`src/rtl/imem_loader_if.sv`:
```
// Byte-stream and instruction-memory write bus for imem_loader.
// master: stream producer / memory side; slave: the loader.
interface imem_loader_if #(
  parameter int unsigned ISIZE  = 32,
  parameter int unsigned AWIDTH = 8
);
  logic [7:0]        in_data;
  logic              in_valid;
  logic              in_ready;
  logic              mem_wen;
  logic [AWIDTH-1:0] mem_addr;
  logic [ISIZE-1:0]  mem_wdata;

  modport master (
    output in_data,
    output in_valid,
    input  in_ready,
    input  mem_wen,
    input  mem_addr,
    input  mem_wdata
  );

  modport slave (
    input  in_data,
    input  in_valid,
    output in_ready,
    output mem_wen,
    output mem_addr,
    output mem_wdata
  );
endinterface

```
`src/rtl/imem_loader.sv`:
```
// Instruction-memory loader: takes a length-prefixed byte stream, assembles 32-bit words
// (LSB first) and writes them from word address 0, holding the CPU until the image is complete.
// Optional feature macro IMEM_LOADER_CSUM_EN: running XOR over header and data bytes, checked
// against a trailing checksum byte.
module imem_loader #(
  parameter int unsigned ISIZE  = 32,
  parameter int unsigned AWIDTH = 8,
  parameter int unsigned DEPTH  = 256
) (
  input  logic         clk,
  input  logic         rst,
  input  logic         start,
  imem_loader_if.slave bus,
  output logic         cpu_hold,
  output logic         done,
  output logic         err
);

  localparam logic [2:0] StIdle  = 3'd0;
  localparam logic [2:0] StLenHi = 3'd1;
  localparam logic [2:0] StLenLo = 3'd2;
  localparam logic [2:0] StData  = 3'd3;
  localparam logic [2:0] StWrite = 3'd4;
`ifdef IMEM_LOADER_CSUM_EN
  localparam logic [2:0] StCsum  = 3'd5;
`endif
  localparam logic [2:0] StDone  = 3'd6;
  localparam logic [2:0] StErr   = 3'd7;

  logic [2:0]        state_q, state_d;
  logic [15:0]       len_q, len_d;
  logic [15:0]       cnt_q, cnt_d;
  logic [1:0]        idx_q, idx_d;
  logic [ISIZE-9:0]  shift_q, shift_d;  // first three bytes of the word in flight
  logic [AWIDTH-1:0] addr_q, addr_d;
  logic [ISIZE-1:0]  wdata_q, wdata_d;
`ifdef IMEM_LOADER_CSUM_EN
  logic [7:0]        csum_q, csum_d;
`endif

  logic        in_ready;
  logic        accept;
  logic [15:0] len_n;
  logic [15:0] cnt_inc;

  // Handshake and status outputs are pure functions of the state.
  always_comb begin
    in_ready = (state_q == StLenHi) || (state_q == StLenLo) || (state_q == StData);
`ifdef IMEM_LOADER_CSUM_EN
    if (state_q == StCsum) in_ready = 1'b1;
`endif
  end

  assign accept        = bus.in_valid && in_ready;
  assign len_n         = {len_q[15:8], bus.in_data};
  assign cnt_inc       = cnt_q + 16'd1;
  assign bus.in_ready  = in_ready;
  assign bus.mem_wen   = (state_q == StWrite);
  assign bus.mem_addr  = addr_q;
  assign bus.mem_wdata = wdata_q;
  assign cpu_hold      = (state_q != StDone);
  assign done          = (state_q == StDone);
  assign err           = (state_q == StErr);

  // Next-state, counters and word assembly.
  always_comb begin
    state_d = state_q;
    len_d   = len_q;
    cnt_d   = cnt_q;
    idx_d   = idx_q;
    shift_d = shift_q;
    addr_d  = addr_q;
    wdata_d = wdata_q;
`ifdef IMEM_LOADER_CSUM_EN
    csum_d  = csum_q;
    if (accept && (state_q != StCsum)) csum_d = csum_q ^ bus.in_data;
`endif
    case (state_q)
      StIdle, StDone, StErr: begin
        if (start) begin
          state_d = StLenHi;
          len_d   = '0;
          cnt_d   = '0;
          idx_d   = '0;
`ifdef IMEM_LOADER_CSUM_EN
          csum_d  = '0;
`endif
        end
      end
      StLenHi: begin
        if (accept) begin
          len_d   = {bus.in_data, 8'h00};
          state_d = StLenLo;
        end
      end
      StLenLo: begin
        if (accept) begin
          len_d = len_n;
          idx_d = '0;
          if ({16'd0, len_n} > DEPTH) begin
            state_d = StErr;
          end else if (len_n == 16'd0) begin
`ifdef IMEM_LOADER_CSUM_EN
            state_d = StCsum;
`else
            state_d = StDone;
`endif
          end else begin
            state_d = StData;
          end
        end
      end
      StData: begin
        if (accept) begin
          shift_d = {bus.in_data, shift_q[ISIZE-9:8]};
          idx_d   = idx_q + 2'd1;  // wraps to 0 for the next word
          if (idx_q == 2'd3) begin
            wdata_d = {bus.in_data, shift_q};
            addr_d  = cnt_q[AWIDTH-1:0];
            state_d = StWrite;
          end
        end
      end
      StWrite: begin
        cnt_d = cnt_inc;
        if (cnt_inc == len_q) begin
`ifdef IMEM_LOADER_CSUM_EN
          state_d = StCsum;
`else
          state_d = StDone;
`endif
        end else begin
          state_d = StData;
        end
      end
`ifdef IMEM_LOADER_CSUM_EN
      StCsum: begin
        if (accept) state_d = (bus.in_data == csum_q) ? StDone : StErr;
      end
`endif
      default: state_d = StIdle;
    endcase
  end

  // State registers; reset aborts any load in progress.
  always_ff @(posedge clk or negedge rst) begin
    if (!rst) begin
      state_q <= StIdle;
      len_q   <= '0;
      cnt_q   <= '0;
      idx_q   <= '0;
      shift_q <= '0;
      addr_q  <= '0;
      wdata_q <= '0;
`ifdef IMEM_LOADER_CSUM_EN
      csum_q  <= '0;
`endif
    end else begin
      state_q <= state_d;
      len_q   <= len_d;
      cnt_q   <= cnt_d;
      idx_q   <= idx_d;
      shift_q <= shift_d;
      addr_q  <= addr_d;
      wdata_q <= wdata_d;
`ifdef IMEM_LOADER_CSUM_EN
      csum_q  <= csum_d;
`endif
    end
  end

endmodule
```
`src/flat_wrapper.sv`:
```
// flat-port wrapper written by rule: the top's interface ports become plain ports
module imem_loader_flat 
#(
  parameter int unsigned ISIZE  = 32,
  parameter int unsigned AWIDTH = 8,
  parameter int unsigned DEPTH  = 256
)
  (clk, rst, start, cpu_hold, done, err, bus_in_data, bus_in_valid, bus_in_ready, bus_mem_wen, bus_mem_addr, bus_mem_wdata);
  imem_loader_if #(.ISIZE(ISIZE), .AWIDTH(AWIDTH)) bus_i ();
  input  logic clk;
  input  logic rst;
  input  logic start;
  output logic cpu_hold;
  output logic done;
  output logic err;
  input wire logic [$bits(bus_i.in_data)-1:0] bus_in_data;
  input wire logic [$bits(bus_i.in_valid)-1:0] bus_in_valid;
  output wire logic [$bits(bus_i.in_ready)-1:0] bus_in_ready;
  output wire logic [$bits(bus_i.mem_wen)-1:0] bus_mem_wen;
  output wire logic [$bits(bus_i.mem_addr)-1:0] bus_mem_addr;
  output wire logic [$bits(bus_i.mem_wdata)-1:0] bus_mem_wdata;
  assign bus_i.in_data = bus_in_data;
  assign bus_i.in_valid = bus_in_valid;
  assign bus_in_ready = bus_i.in_ready;
  assign bus_mem_wen = bus_i.mem_wen;
  assign bus_mem_addr = bus_i.mem_addr;
  assign bus_mem_wdata = bus_i.mem_wdata;
  imem_loader #(.ISIZE(ISIZE), .AWIDTH(AWIDTH), .DEPTH(DEPTH)) u_core (.clk(clk), .rst(rst), .start(start), .bus(bus_i), .cpu_hold(cpu_hold), .done(done), .err(err));
endmodule
```
`config.mk`:
```
export PLATFORM = sky130hd
export DESIGN_NAME = imem_loader_flat
export DESIGN_NICKNAME = d
export VERILOG_FILES = /design/src/rtl/imem_loader_if.sv /design/src/rtl/imem_loader.sv /design/src/flat_wrapper.sv
export SDC_FILE = /design/constraint.sdc
export NUM_CORES = 1
export LEC_CHECK = 0
export CORE_UTILIZATION = 60
export CTS_CLUSTER_SIZE = 40
export DETAILED_ROUTE_END_ITERATION = 8
export PLACE_DENSITY_LB_ADDON = 0.05
export SYNTH_ARGS = -nofsm -noshare
export SYNTH_HDL_FRONTEND = slang
export SYNTH_SLANG_ARGS = --single-unit
export TNS_END_PERCENT = 5
```
`constraint.sdc`:
```
create_clock -name clk -period 3.71 [get_ports clk]
set_input_delay 1.113 -clock clk [delete_from_list [all_inputs] [get_ports clk]]
set_output_delay 1.113 -clock clk [all_outputs]
set_load 0.005 [all_outputs]
```
# Word-level counts from Yosys, hierarchy flattened

Cells that the tools add are included.

Flip-flop bits (word level): 101
Input bits: 12
Output and inout port bits: 45
Logic and storage cells: 61

Add/sub/neg operators: 2
$lt $le $gt $ge: 1
Equal/unequal tests: 14
Muxes and demuxes: 18
Bitwise logic cells: 1
Reduce and logical (&&, ||, !) cells: 17

Operators by type and width:

| operator                                                       | number |
|---|---|
| one-hot mux 16 bit (3 select lines)                            | 1 |
| two-way mux 16 bit                                             | 2 |
| one-hot mux 16 bit (2 select lines)                            | 1 |
| two-way mux 3 bit                                              | 8 |
| adder 16 x 1 -> 16 bit, second input constant                  | 1 |
| == test 16 bit                                                 | 1 |
| greater-than comparator 16 x 9 -> 1 bit, second input constant | 1 |
| zero test 16 bit                                               | 1 |
| one-hot mux 3 bit (5 select lines)                             | 1 |
| AND reduction 4 bit                                            | 3 |
| == test 3 bit, second input constant                           | 3 |
| two-way mux 8 bit                                              | 1 |
| == test 3 x 2 -> 1 bit, second input constant                  | 2 |
| two-way mux 2 bit                                              | 3 |
| inequality test 2 x 1 -> 1 bit, second input constant          | 3 |
| one-hot mux 2 bit (3 select lines)                             | 1 |
| nonzero test 3 bit                                             | 2 |
| AND reduction 5 bit                                            | 1 |
| inequality test 2 bit, second input constant                   | 2 |
| AND reduction 2 bit                                            | 2 |
| nonzero test 2 bit                                             | 2 |
| == test 3 x 1 -> 1 bit, second input constant                  | 1 |
| zero test 3 bit                                                | 1 |
| inequality test 3 bit, second input constant                   | 1 |
| 7 further kinds                                                | 8 |

# Logic depth before layout (Yosys ltp)

Depth in word-level cells: 6
Gate-level depth with buffers: 8
Depth with buffers taken out: 7

# Least setup slack after synthesis

No wires, ideal clock.

Path type: input to register
From: input port bus_in_data[0]
To: register u_core.state_q[0]
Library setup time: 124 ps
Arrival time: 2385 ps
Required time: 3586 ps
Path slack: 1201 ps
Stages: 5
Buffers on the path: 0
Path through: nor4_1 nand2_1 or4_1 a31o_1 o31a_1

Cells in the longest elaborated chain, start to end: 5
Elaborated cells between the ends (all ways): 6

RTL lines:

| element                                                                         | line               | text |
|---|---|---|
| start: declaration                                                              | flat_wrapper.sv:16 | `input wire logic [$bits(bus_i.in_data)-1:0] bus_in_data;` |
| branches (longest 2 deep; another with greater-than comparator 16 x 9 -> 1 bit) | -                  |  |
| two-way mux 3 bit (*)                                                           | imem_loader.sv:100 | `if ({16'd0, len_n} > DEPTH) begin` |
| two-way mux 3 bit (*)                                                           | imem_loader.sv:97  | `if (accept) begin` |
| one-hot mux 3 bit (5 select lines) (*)                                          | imem_loader.sv:78  | `case (state_q)` |
| end signal: assignment                                                          | imem_loader.sv:148 | `state_q <= StIdle;` |
| end signal: assignment                                                          | imem_loader.sv:159 | `state_q <= state_d;` |
| end: declaration                                                                | imem_loader.sv:30  | `logic [2:0] state_q, state_d;` |

Mark *: on every way between the ends. The select of a mux whose other input is x is not followed.
A chain may end at the register's enable or synchronous reset.

# Worst setup path in the final report

From: register u_core.state_q[1]
To: output port bus_mem_wen

Cells in the longest elaborated chain, start to end: 1

RTL lines:

| element          | line               | text |
|---|---|---|
| == test 3 bit    | imem_loader.sv:58  | `assign bus.mem_wen = (state_q == StWrite);` |
| end: declaration | flat_wrapper.sv:19 | `output wire logic [$bits(bus_i.mem_wen)-1:0] bus_mem_wen;` |

Every way passes these cells.

==> impl_metrics.yaml <==
setup_path:
  worstSetupEndpointType: "output pin"
  rr_worst_depth: 5
  crit_arrival_ns: 2.05
  rrSetupSlack_ns: 1.31
  crit_required_ns: 2.60
  timing.rr.end: "u_core.state_q[0]$_DFFE_PN0P_"
  crit_type: "reg2out"
  rr_startpoint: "u_core.cnt_q[7]$_DFFE_PN0P_"
  worstSetupStartpointType: "flip-flop"
  cp_max_fo: 14
layout:
  post_route_cells_drive_above_1_share: 0.136
  syn2layout_area_growth_pct: 17.7
  fin_nets: 519
  antenna_cells: 0
  stdcell_area_sq_um: 5490
clocking:
  post_cts_buffers: 0
  cts_root_buf: "clkbuf_8"
  cts_tree: "built"
  cts_hold_buffers: 0
  insertion_delay_ns: 0.36
  cts_max_level: 3
  cts_buffer_depth: 2
  cts-resized-gates: 0
  cts_buffers: 9
  clkTransAtPathRegs_ns: 0.11
  clock_sinks: 101
synthesis:
  yosysMostFrequentCell: "dfrtp_1"
  synthArstFlopShare: 1.00
  yosysWarnings: 0
  yosysSeqAreaShare: 0.542
  syn_area_sq_um: 4660
  synth_top_area_frac: 0.542
  synth_area_leader_cell: "dfrtp_1"
  avgSynthCellArea_sq_um: 10.3
  synth_top_flop_cell: "dfrtp_1"
  synthTopCellsByArea: "dfrtp_1, mux2_2, nand2_1"
  yosys-top-cells-count: "dfrtp_1, nand2_1, mux2_2, o21ai_0, nor2_1"
  syn-num-nets: 467
  ys_ff_latch: 101
  synthCells: 453
  synth-edff-count: 0
  synth.distinct_cells: 51
power_and_ir_drop:
  ir_drop_mv: 0.344
  p_leak_uw: 0.00259
  power_uw: 3580
  p_per_area_nw_per_um2: 651
place:
  numPortBuffers: 56
  dpl_cell_area_sq_um: 5310
  place_congestion: 0.866
  dpl_worst_slack_ns: 0.431
  dp_hpwl_microns: 6840
sta:
  fin_skew_ns: 0.0145
  tightest_slew_ns: 0.878
  timing.final.ws_setup_ns: 0.543
  finalHoldViolCount: 0
  tns_ns: 0
  drv_slew: 0
  rsz0062_at_grt: "no"
  maxSlewHeadroom: 0.410
  period_needed_ns: 3.17
  fmax_mhz: 316
  post-route-period-util: 0.854
  setup_viol: 0
global_routing:
  antenna_found_initial: 0
  grtUsageTotal: 0.259
  grt-ovfl-total: 0
  grt_pass1_vias: 3411
  grt_max_degree: 58
  grt_pass1_wl_microns: 16800
status:
  outcome: "completed"
flow_run:
  max_cap_viol_count: 0
hold_path:
  holdCritStartpoint: "u_core.shift_q[2]$_DFFE_PN0P_"
  whs_path_depth: 2
  min_to: "u_core.shift_q[2]$_DFFE_PN0P_"
  hold_path_class: "reg2reg"
route:
  drt_first_pass_iters: 5
  vias_per_cell: 5.79
  vias: 3520
  route.detailed.drc: 0
  antenna_left: 0
  drt-initial-drc-count: 261
  wl_per_cell_microns: 16.1
  routed_wl_microns: 9790
floorplan:
  ios: 57
  rows: 31
  die_area_sq_um: 8130
  die_w_microns: 90.2
  initial_core_util: 0.633
  die_y_microns: 90.2
  fp.coreArea_sq_um: 7370
-- placed cells by master, fill, tap and decap left out, drive strengths merged, types with 3 or more instances in the layout --
cell           instances
and3                   4
nand3                 20
nor3                   6
nand4                  6
nor4                   6
buf                    8
clkinv                 3
nor2                  24
xor2                   8
xnor2                 18
o31ai                  9
nor2b                  3
a21oi                 10
o21ai                 33
clkdlybuf4s50         55
dfrtp                101
mux2                  40
clkbuf                 9
a22o                  11
nand2                 92
inv                   17
-- how the worst max path moves through the flow --
stage	start	to	slack, ns	cells past startpoint
after floorplan	bus_in_data[0]	u_core.state_q[0]$_DFFE_PN0P_	1.20	5
after global placement	bus_in_data[4]	u_core.state_q[0]$_DFFE_PN0P_	0.53	6
after detailed placement	bus_in_data[4]	u_core.state_q[0]$_DFFE_PN0P_	0.43	6
after CTS	u_core.state_q[1]$_DFFE_PN0P_	bus_mem_wen	0.52	4
after global routing	u_core.state_q[0]$_DFFE_PN0P_	bus_mem_wen	0.40	4
final	u_core.state_q[1]$_DFFE_PN0P_	bus_mem_wen	0.54	4
-- through the flow --
stage / hold WS [ns] / cells / util
after global routing: 0.506 / 608 / 0.745
after detailed placement: 0.458 / 593 / 0.721
after floorplan: 0.439 / 453 / -
final: 0.480 / 608 / 0.745
after global placement: 0.454 / 593 / 0.721
after CTS: 0.485 / 608 / 0.745
-- critical path, cell delays in order (launching register included) --
cell	delay [ns]
dfrtp_1	0.54
nor2_1	0.30
nand2_1	0.12
clkinv_1	0.21
clkdlybuf4s50_1	0.54
-- kinds of logic after synthesis --
logic type | synth area share
and+or+nand+nor | 0.166
DFF | 0.542
AOI/OAI and AO/OA | 0.103
muxes | 0.101
buffers and inverters | 0.0343
xor gates and xnor gates | 0.0488
adders and majority gates | 0.00536
-- sequential cells by signal (all words and copies together) (netlist names) --
signal,cells
u_core.bus.mem_addr,8
u_core.bus.mem_wdata,32
u_core.cnt_q,16
u_core.idx_q,2
u_core.len_q,16
u_core.shift_q,24
u_core.state_q,3
-- layout make-up --
| type | instances | area, sq um |
|---|---|---|
| fill | 533 | 1880 |
| multi-input combinational | 315 | 1980 |
| inverter | 15 | 56.3 |
| tap | 99 | 124 |
| sequential | 101 | 2530 |
| clock inverter | 6 | 56.3 |
| clock buffer | 9 | 124 |
| timing repair buffer | 63 | 623 |
-- report_power, final --
group          internal, uW  switching (uW)  leakage [uW]  total [uW]
clock                   255             393     0.0000897         647
combinational           637             599       0.00114        1240
sequential             1420             273       0.00136        1690
total                  2310            1260       0.00259        3580
-- metal layers --
metal | wire length [microns] | part of all wire | track usage
met5 | 0 | 0 | 0
met4 | 92 | 0.0094 | 0.0887
met3 | 581 | 0.059 | 0.0313
met2 | 4540 | 0.46 | 0.389
met1 | 4580 | 0.47 | 0.392
(Power assumes the default switching activity.)
